## config.mk

```make
export PLATFORM = sky130hd
export DESIGN_NAME = core_bus_arbiter
export DESIGN_NICKNAME = d
export VERILOG_FILES = /design/src/rtl/core_bus_arbiter.sv
export SDC_FILE = /design/constraint.sdc
export NUM_CORES = 1
export LEC_CHECK = 0
export CORE_MARGIN = 3
export CORE_UTILIZATION = 40
export DETAILED_ROUTE_END_ITERATION = 12
export PLACE_DENSITY_LB_ADDON = 0.12
export SYNTH_ARGS = -nofsm -noshare
export SYNTH_HDL_FRONTEND = slang
export SYNTH_SLANG_ARGS = --single-unit
```

## constraint.sdc

```tcl
create_clock -name i_Clk -period 1.8 [get_ports i_Clk]
set_input_delay 0.27 -clock i_Clk [delete_from_list [all_inputs] [get_ports i_Clk]]
set_output_delay 0.27 -clock i_Clk [all_outputs]
set_load 0.02 [all_outputs]
```

## src/rtl/core_bus_arbiter.sv

```systemverilog
// core_bus_arbiter: shares one memory port between instruction fetch and data.
// Data is preferred, but a bounded data streak keeps a waiting fetch from starving.
module core_bus_arbiter #(
   parameter int MAX_DSTREAK = 4,
   parameter int TIMEOUT     = 255
) (
   input  logic        i_Clk,
   input  logic        i_Rst,
   input  logic        i_iReq,
   input  logic [31:0] i_iAddr,
   input  logic        i_dReq,
   input  logic        i_dWe,
   input  logic [31:0] i_dAddr,
   input  logic [31:0] i_dWData,
   input  logic [3:0]  i_dBe,
   output logic        o_mReq,
   output logic        o_mWe,
   output logic [31:0] o_mAddr,
   output logic [31:0] o_mWData,
   output logic [3:0]  o_mBe,
   input  logic        i_mAck,
   input  logic [31:0] i_mRData,
   output logic        o_iAck,
   output logic [31:0] o_iData,
   output logic        o_dAck,
   output logic [31:0] o_dData,
   output logic        o_BusErr
);

   localparam int SW = (MAX_DSTREAK < 1) ? 1 : $clog2(MAX_DSTREAK + 1);
   localparam logic [SW-1:0] STREAK_MAX = SW'(MAX_DSTREAK);
   localparam logic [7:0]    TO_LAST    = 8'(TIMEOUT - 1);

   typedef enum logic [1:0] {IDLE, BUSY, RESP} state_t;

   state_t        state_q, state_d;
   logic [SW-1:0] streak_q, streak_d;
   logic [7:0]    tmo_q, tmo_d;
   logic          owner_i_q, owner_i_d;
   logic          fetch_win, data_win;

   logic          m_req_d, m_we_d;
   logic [31:0]   m_addr_d, m_wdata_d;
   logic [3:0]    m_be_d;
   logic          i_ack_d, d_ack_d, bus_err_d;
   logic [31:0]   i_data_d, d_data_d;

   // Fetch wins only when alone or when the data streak has saturated.
   assign fetch_win = i_iReq && (!i_dReq || streak_q == STREAK_MAX);
   assign data_win  = i_dReq && !fetch_win;

   always_comb begin
      state_d   = state_q;
      streak_d  = streak_q;
      tmo_d     = tmo_q;
      owner_i_d = owner_i_q;
      m_req_d   = 1'b0;
      m_we_d    = o_mWe;
      m_addr_d  = o_mAddr;
      m_wdata_d = o_mWData;
      m_be_d    = o_mBe;
      i_ack_d   = 1'b0;
      d_ack_d   = 1'b0;
      bus_err_d = 1'b0;
      i_data_d  = '0;
      d_data_d  = '0;
      unique case (state_q)
         IDLE: begin
            if (fetch_win || data_win) begin
               state_d   = BUSY;
               m_req_d   = 1'b1;
               tmo_d     = '0;
               owner_i_d = fetch_win;
               if (fetch_win) begin
                  m_we_d    = 1'b0;
                  m_addr_d  = i_iAddr;
                  m_wdata_d = '0;
                  m_be_d    = 4'hF;
                  streak_d  = '0;
               end else begin
                  m_we_d    = i_dWe;
                  m_addr_d  = i_dAddr;
                  m_wdata_d = i_dWData;
                  m_be_d    = i_dBe;
                  if (!i_iReq)
                     streak_d = '0;
                  else if (streak_q != STREAK_MAX)
                     streak_d = streak_q + 1'b1;
               end
            end
         end
         BUSY: begin
            m_req_d = 1'b1;
            // A late ack on the expiry cycle still counts as success.
            if (i_mAck || tmo_q == TO_LAST) begin
               state_d   = RESP;
               m_req_d   = 1'b0;
               bus_err_d = !i_mAck;
               i_ack_d   = owner_i_q;
               d_ack_d   = !owner_i_q;
               if (i_mAck && !o_mWe) begin
                  if (owner_i_q)
                     i_data_d = i_mRData;
                  else
                     d_data_d = i_mRData;
               end
            end else begin
               tmo_d = tmo_q + 8'd1;
            end
         end
         RESP:    state_d = IDLE;
         default: state_d = IDLE;
      endcase
   end

   always_ff @(posedge i_Clk) begin
      if (i_Rst) begin
         state_q   <= IDLE;
         streak_q  <= '0;
         tmo_q     <= '0;
         owner_i_q <= 1'b0;
         o_mReq    <= 1'b0;
         o_mWe     <= 1'b0;
         o_mAddr   <= '0;
         o_mWData  <= '0;
         o_mBe     <= '0;
         o_iAck    <= 1'b0;
         o_iData   <= '0;
         o_dAck    <= 1'b0;
         o_dData   <= '0;
         o_BusErr  <= 1'b0;
      end else begin
         state_q   <= state_d;
         streak_q  <= streak_d;
         tmo_q     <= tmo_d;
         owner_i_q <= owner_i_d;
         o_mReq    <= m_req_d;
         o_mWe     <= m_we_d;
         o_mAddr   <= m_addr_d;
         o_mWData  <= m_wdata_d;
         o_mBe     <= m_be_d;
         o_iAck    <= i_ack_d;
         o_iData   <= i_data_d;
         o_dAck    <= d_ack_d;
         o_dData   <= d_data_d;
         o_BusErr  <= bus_err_d;
      end
   end

endmodule
```

==> out/metrics.cfg, run 1 <==
[outcome]
outcome = finished clean

[power_and_ir_drop]
leakagePower_nw = 3.541
p_per_area_nw_per_um2 = 927.8
ir_worst_vdd_v = 0.0005935
total_power_mw = 8.432

[drt]
routed_wirelength_um = 16180
num_vias = 4947
drcViolationCount = 0
avgRoutedWirePerCell_um = 16.07
via_per_inst = 4.913
first_pass_iters = 4
ant_nets = 0
drtIter0Drc = 160

[yosys]
synth-main-ff-cell = dfxtp_1
synth_edf_count = 0
async_flop_share_pct = 0
synth_cell_type_count = 39
syn_area_um2 = 5514
ys_warn_count = 0
yosysMostFrequentCell = dfxtp_1
synthTopCellsByArea = dfxtp_1 (55%), and2_1 (7.5%), mux2i_1 (5.8%), a2bb2oi_1 (5.2%), nor2_1 (5.2%)
synth_seq_cells = 151
synth_area_per_cell_um2 = 10.10
synth_top_area_share_pct = 54.82
ys_seq_area_share_pct = 54.82
syn_inst = 546
synth_common_cells = dfxtp_1 (151), nor2_1 (77), and2_1 (66), nand3_1 (43), a2bb2oi_1 (33)
synth_top_area_cell = dfxtp_1
synth_nets = 688

[job]
drv_cap = 0

[timing]
maxSlewHeadroom_pct = 66.58
rsz0062_at_grt = no
max_slew.worst_pin.slew_ns = 0.5013
fmax_mhz = 592.5
finalCriticalPeriod_ns = 1.688
finalHoldViolCount = 0
min_period_over_period_pct = 93.76
maxSlewViolCount = 0
fin_tns_setup_ns = 0
clock_skew_ns = 0.007503
fin_ws_ns = 0.1123
hold_slack_ns = 0.1903
setup_viol = 0

[placed_design]
dp_cells = 975
portBuffers = 274
post-place-ws_ns = -0.09413
place_hpwl_um = 11780
placed_cell_area_um2 = 8504
place.gp.congestion = 0.7558

[cells_and_area]
design_area_um2 = 9087
utilization_pct = 68.08
fin_nets = 961
stdcell_count = 1007
register_area_um2 = 3025
diodes = 0
areaGrowthSynthToFinish_pct = 64.81
fill_cells = 1028
drive_gt1_share_pct = 9.627
multi_input_area_um2 = 2256

[clock_network]
root_buffer = clkbuf_16
postCtsSetupBuffers = 0
cts_tree = yes
cts.sinks = 151
clock_path_buffers = 2
clkTransAtPathRegs_ns = 0.06
cts-htree-levels = 4
clkLatencyLatePin_ns = 0.41
hold_buffers = 0
cts_made_buffers = 17

[hold_path]
min_path_type = in -> reg

[global_route]
grt.busiest_layer = met2
grt.overflow.total = 0
grt_first_pass_wirelength_um = 24150
globalRouteMet3Util_pct = 5.810
grt_max_degree = 44
antenna_found_initial = 0
met2_usage_pct = 35.03
met1_usage_pct = 23.66
grt_usage_pct = 20.34
grt_pass1_vias = 4776

[setup_path]
cp.arrival_ns = 2.01
start_kind = flip-flop
crit_slowest_cell = dfxtp_2
critical_path_class = reg -> reg
slowest_delay_ns = 0.34
cp-end-kind = flip-flop
critPathMaxFanout = 24
path_cells = inv_1 -> ha_1 -> a21bo_2 -> and2_4 -> buf_12 -> mux2i_1 -> a211oi_1
required_ns = 2.12

[floorplanning]
rows = 42
initial_core_util_pct = 41.31
die_area_um2 = 15230
die_w_um = 123.4
die_h_um = 123.4
core_area_um2 = 13350
pin_count = 275

[routing by layer]
metal / vias up / routed length (um)
met3: 26 / 1113
met4: 0 / 326
li1: 2442 / -
met2: 169 / 8169
met5: - / 0
met1: 2310 / 6569
[cell families (layout without fill, tap and decap cells)]
kind of cell	Yosys count	in the layout	synth area share (%)
compound gates	90	90	13.55
fa+ha+maj	4	4	0.9077
buf+inv	54	339	4.969
flops	151	151	54.82
mux	32	32	5.809
simple gates	215	215	19.95
[worst max-delay path: cells and delay by family (launching register included)]
kind,cells,cell delay (ns)
AO/OA/AOI/OAI,2,0.47
adder cells (fa/ha/maj),1,0.20
buffers and inverters,2,0.23
flip-flops,1,0.34
multiplexers,1,0.15
AND/OR/NAND/NOR,1,0.19
[registers in the layout, indices dropped and copies added, names as in the netlist]
signal / count
o_BusErr: 1
o_dAck: 1
o_dData: 32
o_iAck: 1
o_iData: 32
o_mAddr: 32
o_mBe: 4
o_mReq: 1
o_mWData: 32
o_mWe: 1
owner_i_q: 1
state_q: 2
streak_q: 3
tmo_q: 8
[final timing paths]
| path | startpoint | to | slack, ns | cells past startpoint |
|---|---|---|---|---|
| max | streak_q[0] | o_mAddr[11] | 0.11 | 7 |
| min | i_Rst | o_mWData[26] | 0.19 | 2 |
| max reg2reg | streak_q[0] | o_mAddr[11] | 0.11 | 7 |
| min reg2reg | streak_q[0] | streak_q[0] | 0.48 | 2 |
[layout make-up]
| cell class | instances | area share [%] |
|---|---|---|
| clock inverter | 14 | 1.267 |
| multi-input combinational | 341 | 24.82 |
| timing repair buffer | 300 | 33.18 |
| inverter | 8 | 0.3304 |
| clock buffer | 17 | 4.681 |
| sequential | 151 | 33.29 |
| tap | 176 | 2.423 |
[cells in the final DEF, fill, tap and decap left out, drive strengths merged, types with 2 or more instances in the layout]
cell type / netlist / routed
clkbuf: 19 / 18
inv: 8 / 16
o21a: 2 / 2
mux2i: 32 / 32
nor2: 77 / 77
nand3: 43 / 43
nand2b: 3 / 3
or3: 3 / 3
nand2: 4 / 4
a21oi: 9 / 9
or2: 2 / 2
and2: 67 / 67
clkdlybuf4s50: 0 / 273
dfxtp: 151 / 151
o41ai: 2 / 2
clkinv: 0 / 4
nor3: 8 / 8
a211oi: 32 / 32
o211ai: 2 / 2
o21ai: 4 / 4
nor4: 3 / 3
buf: 27 / 26
clkinvlp: 0 / 2
a2bb2oi: 33 / 33
o2111ai: 2 / 2
ha: 4 / 4
[power breakdown]
group / switching, mW / internal [mW]
clock network: 1.45 / 1.79
logic: 0.739 / 0.839
registers: 0.0923 / 3.52
[repair_timing]
item | 4_1_cts | 5_1_grt
endpoints found under the setup margin | 0 | 42
gates resized for setup | 0 | 5
hold endpoints to repair | 0 | 0
Note: power is estimated with default switching activity, not from simulation.
==> inputs of run 2 (changes only) <==
--- a/config.mk
+++ b/config.mk
@@ -6,7 +6,7 @@
 export NUM_CORES = 1
 export LEC_CHECK = 0
 export CORE_MARGIN = 3
-export CORE_UTILIZATION = 40
+export CORE_UTILIZATION = 43
 export DETAILED_ROUTE_END_ITERATION = 12
 export PLACE_DENSITY_LB_ADDON = 0.12
 export SYNTH_ARGS = -nofsm -noshare
==> constraint.sdc (replaced) <==
create_clock -name i_Clk -period 2.1 [get_ports i_Clk]
set_input_delay 0.315 -clock i_Clk [delete_from_list [all_inputs] [get_ports i_Clk]]
set_output_delay 0.315 -clock i_Clk [all_outputs]
set_load 0.02 [all_outputs]
==> out/metrics.cfg, run 2 (synthesis results as in run 1) <==
[drt]
ant_nets = 0  ; unchanged
drcViolationCount = 0  ; unchanged
avgRoutedWirePerCell_um = 16.48  ; was 16.07 um
drtIter0Drc = 282  ; was 160
first_pass_iters = 4  ; unchanged
via_per_inst = 4.971  ; was 4.913
routed_wirelength_um = 16300  ; was 16,180 um
num_vias = 4916  ; was 4,947

[hold_path]
min_path_type = in -> reg  ; unchanged
hold_depth = 2  ; unchanged
hold-path-endpoint = o_mWe  ; was o_mWData[26]
hold_start = i_Rst  ; unchanged

[floorplanning]
core_area_um2 = 12260  ; was 13,350 um2
rows = 40  ; was 42
initial_core_util_pct = 44.97  ; was 41.31%
pin_count = 275  ; unchanged
die_h_um = 119.2  ; was 123.4 um
die_w_um = 119.2  ; was 123.4 um
die_area_um2 = 14220  ; was 15,230 um2

[cells_and_area]
mostFrequentLayoutCells = clkdlybuf4s50_1 (273), dfxtp_1 (151), nor2_1 (76)  ; was clkdlybuf4s50_1 (273), dfxtp_1 (149), nor2_1 (76)
fill_cells = 892  ; was 1,028
drive_gt1_share_pct = 7.795  ; was 9.627%
final_common_cell = clkdlybuf4s50_1  ; unchanged
fin_nets = 950  ; was 961
diodes = 0  ; unchanged
areaGrowthSynthToFinish_pct = 63.08  ; was 64.81%

[global_route]
grt_pass1_vias = 4899  ; was 4,776
grt.overflow.total = 0  ; unchanged
grt_usage_pct = 22.47  ; was 20.34%
grt_max_degree = 57  ; was 44
antenna_found_initial = 0  ; unchanged
grt_first_pass_wirelength_um = 25300  ; was 24,150 um

[setup_path]
timing.rr.end = o_mAddr[3]  ; was o_mAddr[11]
crit_slowest_cell = dfxtp_1  ; was dfxtp_2
start_kind = flip-flop  ; unchanged
critPathMaxFanout = 32  ; was 24
path_cells = inv_1 -> ha_1 -> a21bo_2 -> and2_2 -> buf_12 -> mux2i_1 -> a211oi_1  ; was inv_1 -> ha_1 -> a21bo_2 -> and2_4 -> buf_12 -> mux2i_1 -> a211oi_1
slowest_delay_ns = 0.36  ; was 0.34 ns
crit_buf_inv = 2  ; unchanged
cp_top_family = compound AO/OA/AOI/OAI gates  ; unchanged
cp-end-kind = flip-flop  ; unchanged
required_ns = 2.41  ; was 2.12 ns
cp.arrival_ns = 2.13  ; was 2.01 ns
reg2reg_depth = 7  ; unchanged
rrSetupSlack_ns = 0.29  ; was 0.11 ns
critical_path_class = reg -> reg  ; unchanged
rr_startpoint = streak_q[0]  ; unchanged
cp_num_cells = 7  ; unchanged

[placed_design]
place_hpwl_um = 12140  ; was 11,780 um
portBuffers = 274  ; unchanged
post-place-ws_ns = 0.1118  ; was -0.09413 ns
place.gp.congestion = 0.7559  ; was 0.7558

[clock_network]
cts_resized = 0  ; unchanged
postCtsSetupBuffers = 0  ; unchanged
clkLatencyLatePin_ns = 0.41  ; about the same
root_buffer = clkbuf_16  ; unchanged
cts_made_buffers = 17  ; unchanged
cts_tree = yes  ; unchanged
clock_path_buffers = 2  ; unchanged
clkTransAtPathRegs_ns = 0.06  ; about the same
cts.sinks = 151  ; unchanged
cts-htree-levels = 4  ; unchanged
hold_buffers = 0  ; unchanged

[timing]
setup_viol = 0  ; unchanged
finalHoldViolCount = 0  ; unchanged
maxSlewViolCount = 0  ; unchanged
fin_tns_setup_ns = 0  ; unchanged
fmax_mhz = 551.2  ; was 592.5 MHz
max_slew.worst_pin.slew_ns = 0.4995  ; was 0.5013 ns
clock_skew_ns = 0.006588  ; was 0.007503 ns
hold_slack_ns = 0.3597  ; was 0.1903 ns
min_period_over_period_pct = 86.39  ; was 93.76%
rsz0062_at_grt = no  ; unchanged
maxSlewHeadroom_pct = 66.70  ; was 66.58%
fin_ws_ns = 0.2858  ; was 0.1123 ns
finalCriticalPeriod_ns = 1.814  ; was 1.688 ns

[power_and_ir_drop]
p_per_area_nw_per_um2 = 807.9  ; was 927.8 nW/um2
leakagePower_nw = 3.486  ; was 3.541 nW
ir_worst_vdd_v = 0.0005211  ; was 0.0005935 V

[outcome]
outcome = finished clean  ; unchanged

[job]
drv_cap = 0  ; unchanged

[run 2: cell type report]
type	instances	area, um2	area share [%]
clock buffer	22	464.2	5.162
clock inverter	10	96.34	1.071
inverter	8	30.03	0.3339
multi-input combinational	341	2241	24.92
sequential	151	3023	33.62
tap	168	210.2	2.338
timing repair buffer	289	2928	32.56
[run 2: where the power goes]
group / internal, mW / switching, mW
logic: 0.695 / 0.627
registers: 3.02 / 0.0768
clock network: 1.70 / 1.15
[run 2: per-layer routing]
layer	global-route usage, %	up-vias	share of wire, %	wire length (um)
met5	0	-	0	0
met4	8.689	0	2.2	366
met3	7.407	29	6.9	1119
met2	40.83	172	53	8588
met1	23.94	2305	38	6224
li1	-	2410	-	-
[run 2: how the worst max path moves through the flow]
stage / startpoint / to
after floorplan: streak_q[0] / o_mAddr[29]
after CTS: streak_q[0] / o_mAddr[1]
after detailed placement: i_dReq / o_mAddr[1]
after global routing: streak_q[0] / o_mAddr[1]
final: streak_q[0] / o_mAddr[3]
after global placement: i_dReq / o_mAddr[1]
[run 2: through the flow]
step	cells	power, mW	util [%]	area [um2]
floorplan	546	3.807	-	5514
global placement	957	4.441	68.77	8432
detailed placement	957	4.484	68.77	8432
CTS	989	7.337	73.34	8992
global route	989	7.558	73.34	8992
finish	989	7.265	73.34	8992
==> inputs of run 3 (changes only) <==
--- a/config.mk
+++ b/config.mk
@@ -5,8 +5,10 @@
 export SDC_FILE = /design/constraint.sdc
 export NUM_CORES = 1
 export LEC_CHECK = 0
+export CAP_MARGIN = 20
 export CORE_MARGIN = 3
 export CORE_UTILIZATION = 43
+export CTS_CLUSTER_DIAMETER = 150
 export DETAILED_ROUTE_END_ITERATION = 12
 export PLACE_DENSITY_LB_ADDON = 0.12
 export SYNTH_ARGS = -nofsm -noshare
==> results of run 3 <==
Same layout as run 2: the final DEF is identical, and so are final timing and power.
